[src/rtl/uart_rx_tx.sv]
// 8N1 UART transmitter and receiver sharing one clock, plus a thin top that exposes both.
// The transmitter's line and the receiver's input are separate ports so they can be looped back externally.

module uart_tx #(
    parameter int FREQ = 1_000_000,
    parameter int RATE = 115_200
) (
    input  logic       clk,
    input  logic       rst_n,
    input  logic [7:0] i_data,
    input  logic       i_vld,
    output logic       o_tx
);
    localparam int DIV = FREQ / RATE;
    localparam int CW  = $clog2(DIV);
    localparam logic [CW-1:0] CNT_MAX = CW'(DIV - 1);

    typedef enum logic [1:0] {
        IDLE  = 2'd0,
        START = 2'd1,
        DATA  = 2'd2,
        STOP  = 2'd3
    } tx_state_t;

    tx_state_t     state_reg, state_next;
    logic [CW-1:0] cnt_reg, cnt_next;
    logic [2:0]    bit_reg, bit_next;
    logic [7:0]    shift_reg, shift_next;
    logic          tx_reg, tx_next;
    logic          cnt_done;

    assign cnt_done = (cnt_reg == CNT_MAX);
    assign o_tx     = tx_reg;

    always_ff @(posedge clk) begin
        if (!rst_n) begin
            state_reg <= IDLE;
            cnt_reg   <= '0;
            bit_reg   <= '0;
            shift_reg <= '0;
            tx_reg    <= 1'b1;
        end else begin
            state_reg <= state_next;
            cnt_reg   <= cnt_next;
            bit_reg   <= bit_next;
            shift_reg <= shift_next;
            tx_reg    <= tx_next;
        end
    end

    // The line register is loaded from the value the next state will drive,
    // so o_tx changes on the same edge as the state.
    always_comb begin
        state_next = state_reg;
        cnt_next   = cnt_reg;
        bit_next   = bit_reg;
        shift_next = shift_reg;
        tx_next    = tx_reg;
        case (state_reg)
            IDLE: begin
                tx_next  = 1'b1;
                cnt_next = '0;
                if (i_vld) begin
                    shift_next = i_data;
                    state_next = START;
                    tx_next    = 1'b0;
                end
            end
            START: begin
                if (cnt_done) begin
                    cnt_next   = '0;
                    bit_next   = '0;
                    state_next = DATA;
                    tx_next    = shift_reg[0];
                end else begin
                    cnt_next = cnt_reg + CW'(1);
                end
            end
            DATA: begin
                if (cnt_done) begin
                    cnt_next = '0;
                    if (bit_reg == 3'd7) begin
                        state_next = STOP;
                        tx_next    = 1'b1;
                    end else begin
                        bit_next   = bit_reg + 3'd1;
                        shift_next = {1'b0, shift_reg[7:1]};
                        tx_next    = shift_reg[1];
                    end
                end else begin
                    cnt_next = cnt_reg + CW'(1);
                end
            end
            STOP: begin
                tx_next = 1'b1;
                if (cnt_done) begin
                    cnt_next   = '0;
                    state_next = IDLE;
                end else begin
                    cnt_next = cnt_reg + CW'(1);
                end
            end
            default: begin
                state_next = IDLE;
                cnt_next   = '0;
                tx_next    = 1'b1;
            end
        endcase
    end
endmodule

module uart_rx #(
    parameter int FREQ = 1_000_000,
    parameter int RATE = 115_200
) (
    input  logic       clk,
    input  logic       rst_n,
    input  logic       i_rx,
    output logic [7:0] o_data,
    output logic       o_data_vld
);
    localparam int DIV = FREQ / RATE;
    localparam int CW  = $clog2(DIV);
    localparam logic [CW-1:0] CNT_MAX  = CW'(DIV - 1);
    localparam logic [CW-1:0] HALF_MAX = CW'(DIV / 2 - 1);
    localparam int SYNC_STAGES = 2;

    typedef enum logic [1:0] {
        IDLE  = 2'd0,
        START = 2'd1,
        DATA  = 2'd2,
        STOP  = 2'd3
    } rx_state_t;

    logic [SYNC_STAGES-1:0] sync_reg;
    logic                   rx_s;

    rx_state_t     state_reg, state_next;
    logic [CW-1:0] cnt_reg, cnt_next;
    logic [2:0]    bit_reg, bit_next;
    logic [7:0]    shift_reg, shift_next;
    logic [7:0]    data_reg, data_next;
    logic          vld_reg, vld_next;
    logic          cnt_done;

    // Synchroniser stages idle high so reset never looks like a start edge.
    generate
        for (genvar gi = 0; gi < SYNC_STAGES; gi++) begin : g_sync
            if (gi == 0) begin : g_first
                always_ff @(posedge clk) begin
                    if (!rst_n) sync_reg[gi] <= 1'b1;
                    else        sync_reg[gi] <= i_rx;
                end
            end else begin : g_rest
                always_ff @(posedge clk) begin
                    if (!rst_n) sync_reg[gi] <= 1'b1;
                    else        sync_reg[gi] <= sync_reg[gi-1];
                end
            end
        end
    endgenerate

    assign rx_s       = sync_reg[SYNC_STAGES-1];
    assign cnt_done   = (cnt_reg == CNT_MAX);
    assign o_data     = data_reg;
    assign o_data_vld = vld_reg;

    always_ff @(posedge clk) begin
        if (!rst_n) begin
            state_reg <= IDLE;
            cnt_reg   <= '0;
            bit_reg   <= '0;
            shift_reg <= '0;
            data_reg  <= '0;
            vld_reg   <= 1'b0;
        end else begin
            state_reg <= state_next;
            cnt_reg   <= cnt_next;
            bit_reg   <= bit_next;
            shift_reg <= shift_next;
            data_reg  <= data_next;
            vld_reg   <= vld_next;
        end
    end

    always_comb begin
        state_next = state_reg;
        cnt_next   = cnt_reg;
        bit_next   = bit_reg;
        shift_next = shift_reg;
        data_next  = data_reg;
        vld_next   = 1'b0;
        case (state_reg)
            IDLE: begin
                cnt_next = '0;
                if (!rx_s) begin
                    state_next = START;
                end
            end
            START: begin
                // Half a bit in: a line that has gone high again was a glitch.
                if (cnt_reg == HALF_MAX) begin
                    cnt_next = '0;
                    if (!rx_s) begin
                        bit_next   = '0;
                        state_next = DATA;
                    end else begin
                        state_next = IDLE;
                    end
                end else begin
                    cnt_next = cnt_reg + CW'(1);
                end
            end
            DATA: begin
                if (cnt_done) begin
                    cnt_next   = '0;
                    shift_next = {rx_s, shift_reg[7:1]};
                    if (bit_reg == 3'd7) begin
                        state_next = STOP;
                    end else begin
                        bit_next = bit_reg + 3'd1;
                    end
                end else begin
                    cnt_next = cnt_reg + CW'(1);
                end
            end
            STOP: begin
                // Leave at mid-stop so the next start edge is not missed.
                if (cnt_done) begin
                    cnt_next   = '0;
                    state_next = IDLE;
                    if (rx_s) begin
                        data_next = shift_reg;
                        vld_next  = 1'b1;
                    end
                end else begin
                    cnt_next = cnt_reg + CW'(1);
                end
            end
            default: begin
                state_next = IDLE;
                cnt_next   = '0;
            end
        endcase
    end
endmodule

module uart_rx_tx #(
    parameter int FREQ = 1_000_000,
    parameter int RATE = 115_200
) (
    input  logic       clk,
    input  logic       rst_n,
    input  logic [7:0] i_data,
    input  logic       i_vld,
    output logic       o_tx,
    input  logic       i_rx,
    output logic [7:0] o_data,
    output logic       o_data_vld
);
    uart_tx #(.FREQ(FREQ), .RATE(RATE)) u_tx (
        .clk    (clk),
        .rst_n  (rst_n),
        .i_data (i_data),
        .i_vld  (i_vld),
        .o_tx   (o_tx)
    );

    uart_rx #(.FREQ(FREQ), .RATE(RATE)) u_rx (
        .clk        (clk),
        .rst_n      (rst_n),
        .i_rx       (i_rx),
        .o_data     (o_data),
        .o_data_vld (o_data_vld)
    );
endmodule

[config.mk]
export PLATFORM = sky130hd
export DESIGN_NAME = uart_rx_tx
export DESIGN_NICKNAME = d
export VERILOG_FILES = /design/src/rtl/uart_rx_tx.sv
export SDC_FILE = /design/constraint.sdc
export NUM_CORES = 1
export LEC_CHECK = 0
export BUFFER_PORTS_ARGS = -buffer_cell sky130_fd_sc_hd__clkbuf_2
export CORE_MARGIN = 1
export CORE_UTILIZATION = 41
export DETAILED_ROUTE_END_ITERATION = 16
export GPL_TIMING_DRIVEN = 0
export HOLD_SLACK_MARGIN = 0.08
export PLACE_DENSITY = 0.71
export SLEW_MARGIN = 20
export SYNTH_ARGS = -nofsm -noshare
export SYNTH_HDL_FRONTEND = slang
export SYNTH_SLANG_ARGS = --single-unit
export TNS_END_PERCENT = 100
[constraint.sdc]
create_clock -name clk -period 4 [get_ports clk]
set_input_delay 0.2 -clock clk [delete_from_list [all_inputs] [get_ports clk]]
set_output_delay 0.2 -clock clk [all_outputs]
set_load 0.03 [all_outputs]
==> results.yml <==
clock_network:
  tritoncts_num_sinks: 44
  cts_buffers: 5
  cts_max_level: 2
  worst_skew_pair_later_pin_latency_ns: 0.29
  cts_buffer_depth: 2
  cts_root_buf: "sky130_fd_sc_hd__clkbuf_8"
  tritoncts: "done"
  post-cts-setup-buffers: 0
  cts.clk_slew.worst_paths_ns: 0.08
detailed_routing:
  detail_route.wl_per_cell_um: 11.3
  vias: 1582
  via_per_inst: 4.88
  route.antenna.remaining_nets: 0
  number_of_design_rule_violations_left_after_detail_routing: 0
  first_iter_violations: 34
  finalWirelength_mm: 3.65
  drt_pre_antenna_iters: 4
critical_path:
  crit_path_from: "u_rx.state_reg[0]"
  crit_required_ns: 4.19
  cp_data_arrival_time_ns: 2.02
  critPathCaptureType: "flip-flop"
  critical_path.reg2reg.startpoint: "u_rx.state_reg[0]"
  timing_worst_setup_path_type: "flip-flop to flip-flop"
  nature_of_the_critical_path_startpoint: "flip-flop"
  critical_path.max_fanout: 8
logic_synthesis:
  synth_area_per_cell_sq_um: 9.28
  post_synthesis_sequential_area_ratio: 0.415
  number_of_enable_type_register_cells_in_the_synthesized_netlist: 0
  ys.flop_type: "sky130_fd_sc_hd__dfxtp_1"
  yosys_register_bits: 44
  mappedNetlistNets: 261
  netlist-cell-type-count: 36
  yosys_warnings: 0
  synth-async-reset-ratio: 0
  postSynthCellCount: 229
  combinational_family_with_the_most_area_after_synthesis: "simple AND/OR/NAND/NOR gates"
  synth_compound_gate_area_share: 0.177
  yosys.area_share.xor_xnor: 0
  yosys.area_share.adder: 0.118
  synthSimpleGateAreaFrac: 0.186
  synthMuxAreaShare: 0.0571
  synth_area_sq_um: 2120
floorplanning:
  chipWidth_um: 74.0
  dieArea_sq_um: 5470
  initial_utilization: 0.438
  core.rowCount: 25
  core_sq_um: 4850
  die_h_um: 74.0
  top_level_ports: 22
power:
  seq_power_share: 0.453
  p_clk_frac: 0.228
  power.leakage_nw: 1.02
  p_sw_w: 0.000369
  cellInternalPower_w: 0.000779
  vdd.ir_drop.worst_mv: 0.195
  swShare: 0.322
  power_density_over_the_cells_nw_per_um2: 479
  fraction_of_power_consumed_by_combinational_cells: 0.318
global_route:
  initial_antenna_violation_count: 0
  grt_pass1_wl_mm: 6.51
  grt-ovfl-total: 0
  maximum_number_of_pins_on_one_net_before_global_route_repair: 14
  groute.usage.overall: 0.153
  first_global_vias: 1502
run:
  cap_violations: 0
placed_design:
  gp_congestion: 0.787
  port_buffers: 20
  post-dp-hpwl_mm: 2.71
timing:
  finalSetupViolations: 0
  rsz_0062_raised_after_global_routing: "no"
  timing_max_transition_violations_final: 0
  maxSlewHeadroom: 0.711
  setup_tns_ns: 0
  report.final.hold_viol_count: 0
  fin_crit_sh: 0.459
  min_period_ns: 1.84
  fin_worst_skew_ns: 0.00794
  fmax_mhz: 544
  transition_time_at_the_pin_with_the_least_slew_margin_ns: 0.433
cells_and_area:
  multi_input_comb_area_sq_um: 1140
  antenna_cells: 0
  seqCellArea_sq_um: 881
  final_layout_size_suffix_gt1_frac: 0.144
  final_nets: 289
  flow.area_growth_from_synthesis_pct: 13.0
  commonest_cells_after_routing_fill_and_taps_aside: "sky130_fd_sc_hd__dfxtp_1, sky130_fd_sc_hd__nand2_1, sky130_fd_sc_hd__ha_1, sky130_fd_sc_hd__clkbuf_2, sky130_fd_sc_hd__a21boi_0"
  layout.cells.most_common: "sky130_fd_sc_hd__dfxtp_1"
  layout.core_utilization: 0.495
  nFillCells: 475
worst_hold_path:
  worstHoldPathType: "input pin to flip-flop"
  hold_start: "i_data[7]"
run_status:
  result_of_the_run: "completed"
worst paths after layout:
path,end,slack (ns),cells past startpoint
worst max register to register,u_rx.state_reg[0],2.16,7
worst min-delay path,u_tx.shift_reg[7],0.17,3
worst min register to register,u_rx.rx_s,0.41,1
worst max-delay path,u_rx.state_reg[0],2.16,7
stage by stage:
stage / setup WS (ns) / instances / instance area, sq um / total power [W] / hold WS, ns
CTS: 2.16 / 324 / 2400 / 0.00117 / 0.156
finish: 2.16 / 324 / 2400 / 0.00115 / 0.166
detailed placement: 2.17 / 316 / 2310 / 0.000902 / 0.385
floorplan: 2.34 / 229 / 2120 / 0.000830 / 0.301
global route: 2.00 / 324 / 2400 / 0.00123 / 0.184
global placement: 2.18 / 316 / 2310 / 0.000894 / 0.382
power groups by stage:
stage	registers, W	clock network (W)	logic [W]
3_3_place_gp	0.000530	0	0.000364
5_1_grt	0.000528	0.000294	0.000413
3_5_place_dp	0.000532	0	0.000370
6_report	0.000521	0.000262	0.000365
4_1_cts	0.000521	0.000273	0.000371
2_1_floorplan	0.000533	0	0.000298
cell usage after synthesis, types with 7 or more instances:
master | instances | area (sq um)
sky130_fd_sc_hd__nand3_1 | 13 | 65.1
sky130_fd_sc_hd__inv_1 | 10 | 37.5
sky130_fd_sc_hd__clkbuf_1 | 8 | 30.0
sky130_fd_sc_hd__ha_1 | 20 | 250
sky130_fd_sc_hd__mux2i_1 | 11 | 110
sky130_fd_sc_hd__nor2b_1 | 7 | 43.8
sky130_fd_sc_hd__nand2_1 | 40 | 150
sky130_fd_sc_hd__a21boi_0 | 16 | 120
sky130_fd_sc_hd__nor2_1 | 7 | 26.3
sky130_fd_sc_hd__dfxtp_1 | 44 | 881
sky130_fd_sc_hd__o211a_1 | 7 | 70.1
what timing repair did:
item,in CTS,in global routing
hold endpoints to repair,1,0
resized for setup,0,0
hold buffers,1,0
setup endpoints to repair,0,0
logic make-up (layout without fill, tap and decap cells):
kind of cell,count (synthesis),count (layout)
fa+ha+maj,20,20
buf+inv,23,51
compound gates,46,46
simple gates,84,84
flops,44,44
mux,12,12
critical path, cell delays in order (launching register included):
cell and delay, ns:
sky130_fd_sc_hd__dfxtp_1 0.41, sky130_fd_sc_hd__inv_1 0.12, sky130_fd_sc_hd__ha_1 0.21, sky130_fd_sc_hd__buf_2 0.17, sky130_fd_sc_hd__nor2_1 0.19, sky130_fd_sc_hd__a2bb2oi_2 0.23
sky130_fd_sc_hd__nand2_1 0.11, sky130_fd_sc_hd__o311a_1 0.29
cell type report:
class                           instances  share of cell area
Multi-Input combinational cell        162               0.476
Sequential cell                        44               0.367
Timing Repair Buffer                   21              0.0459
Tap cell                               67              0.0349
Clock buffer                            5              0.0287
Buffer                                 13              0.0266
Inverter                               10              0.0156
Clock inverter                          2             0.00521
per-layer routing:
metal | share of wire | up-vias | track usage | wire [um]
li1 | - | 840 | - | -
met1 | 0.50 | 722 | 0.188 | 1830
met2 | 0.47 | 16 | 0.257 | 1710
met3 | 0.023 | 4 | 0.0447 | 83
met4 | 0.0077 | 0 | 0.0513 | 28
met5 | 0 | - | 0 | 0
Note: power is estimated with default switching activity, not from simulation.
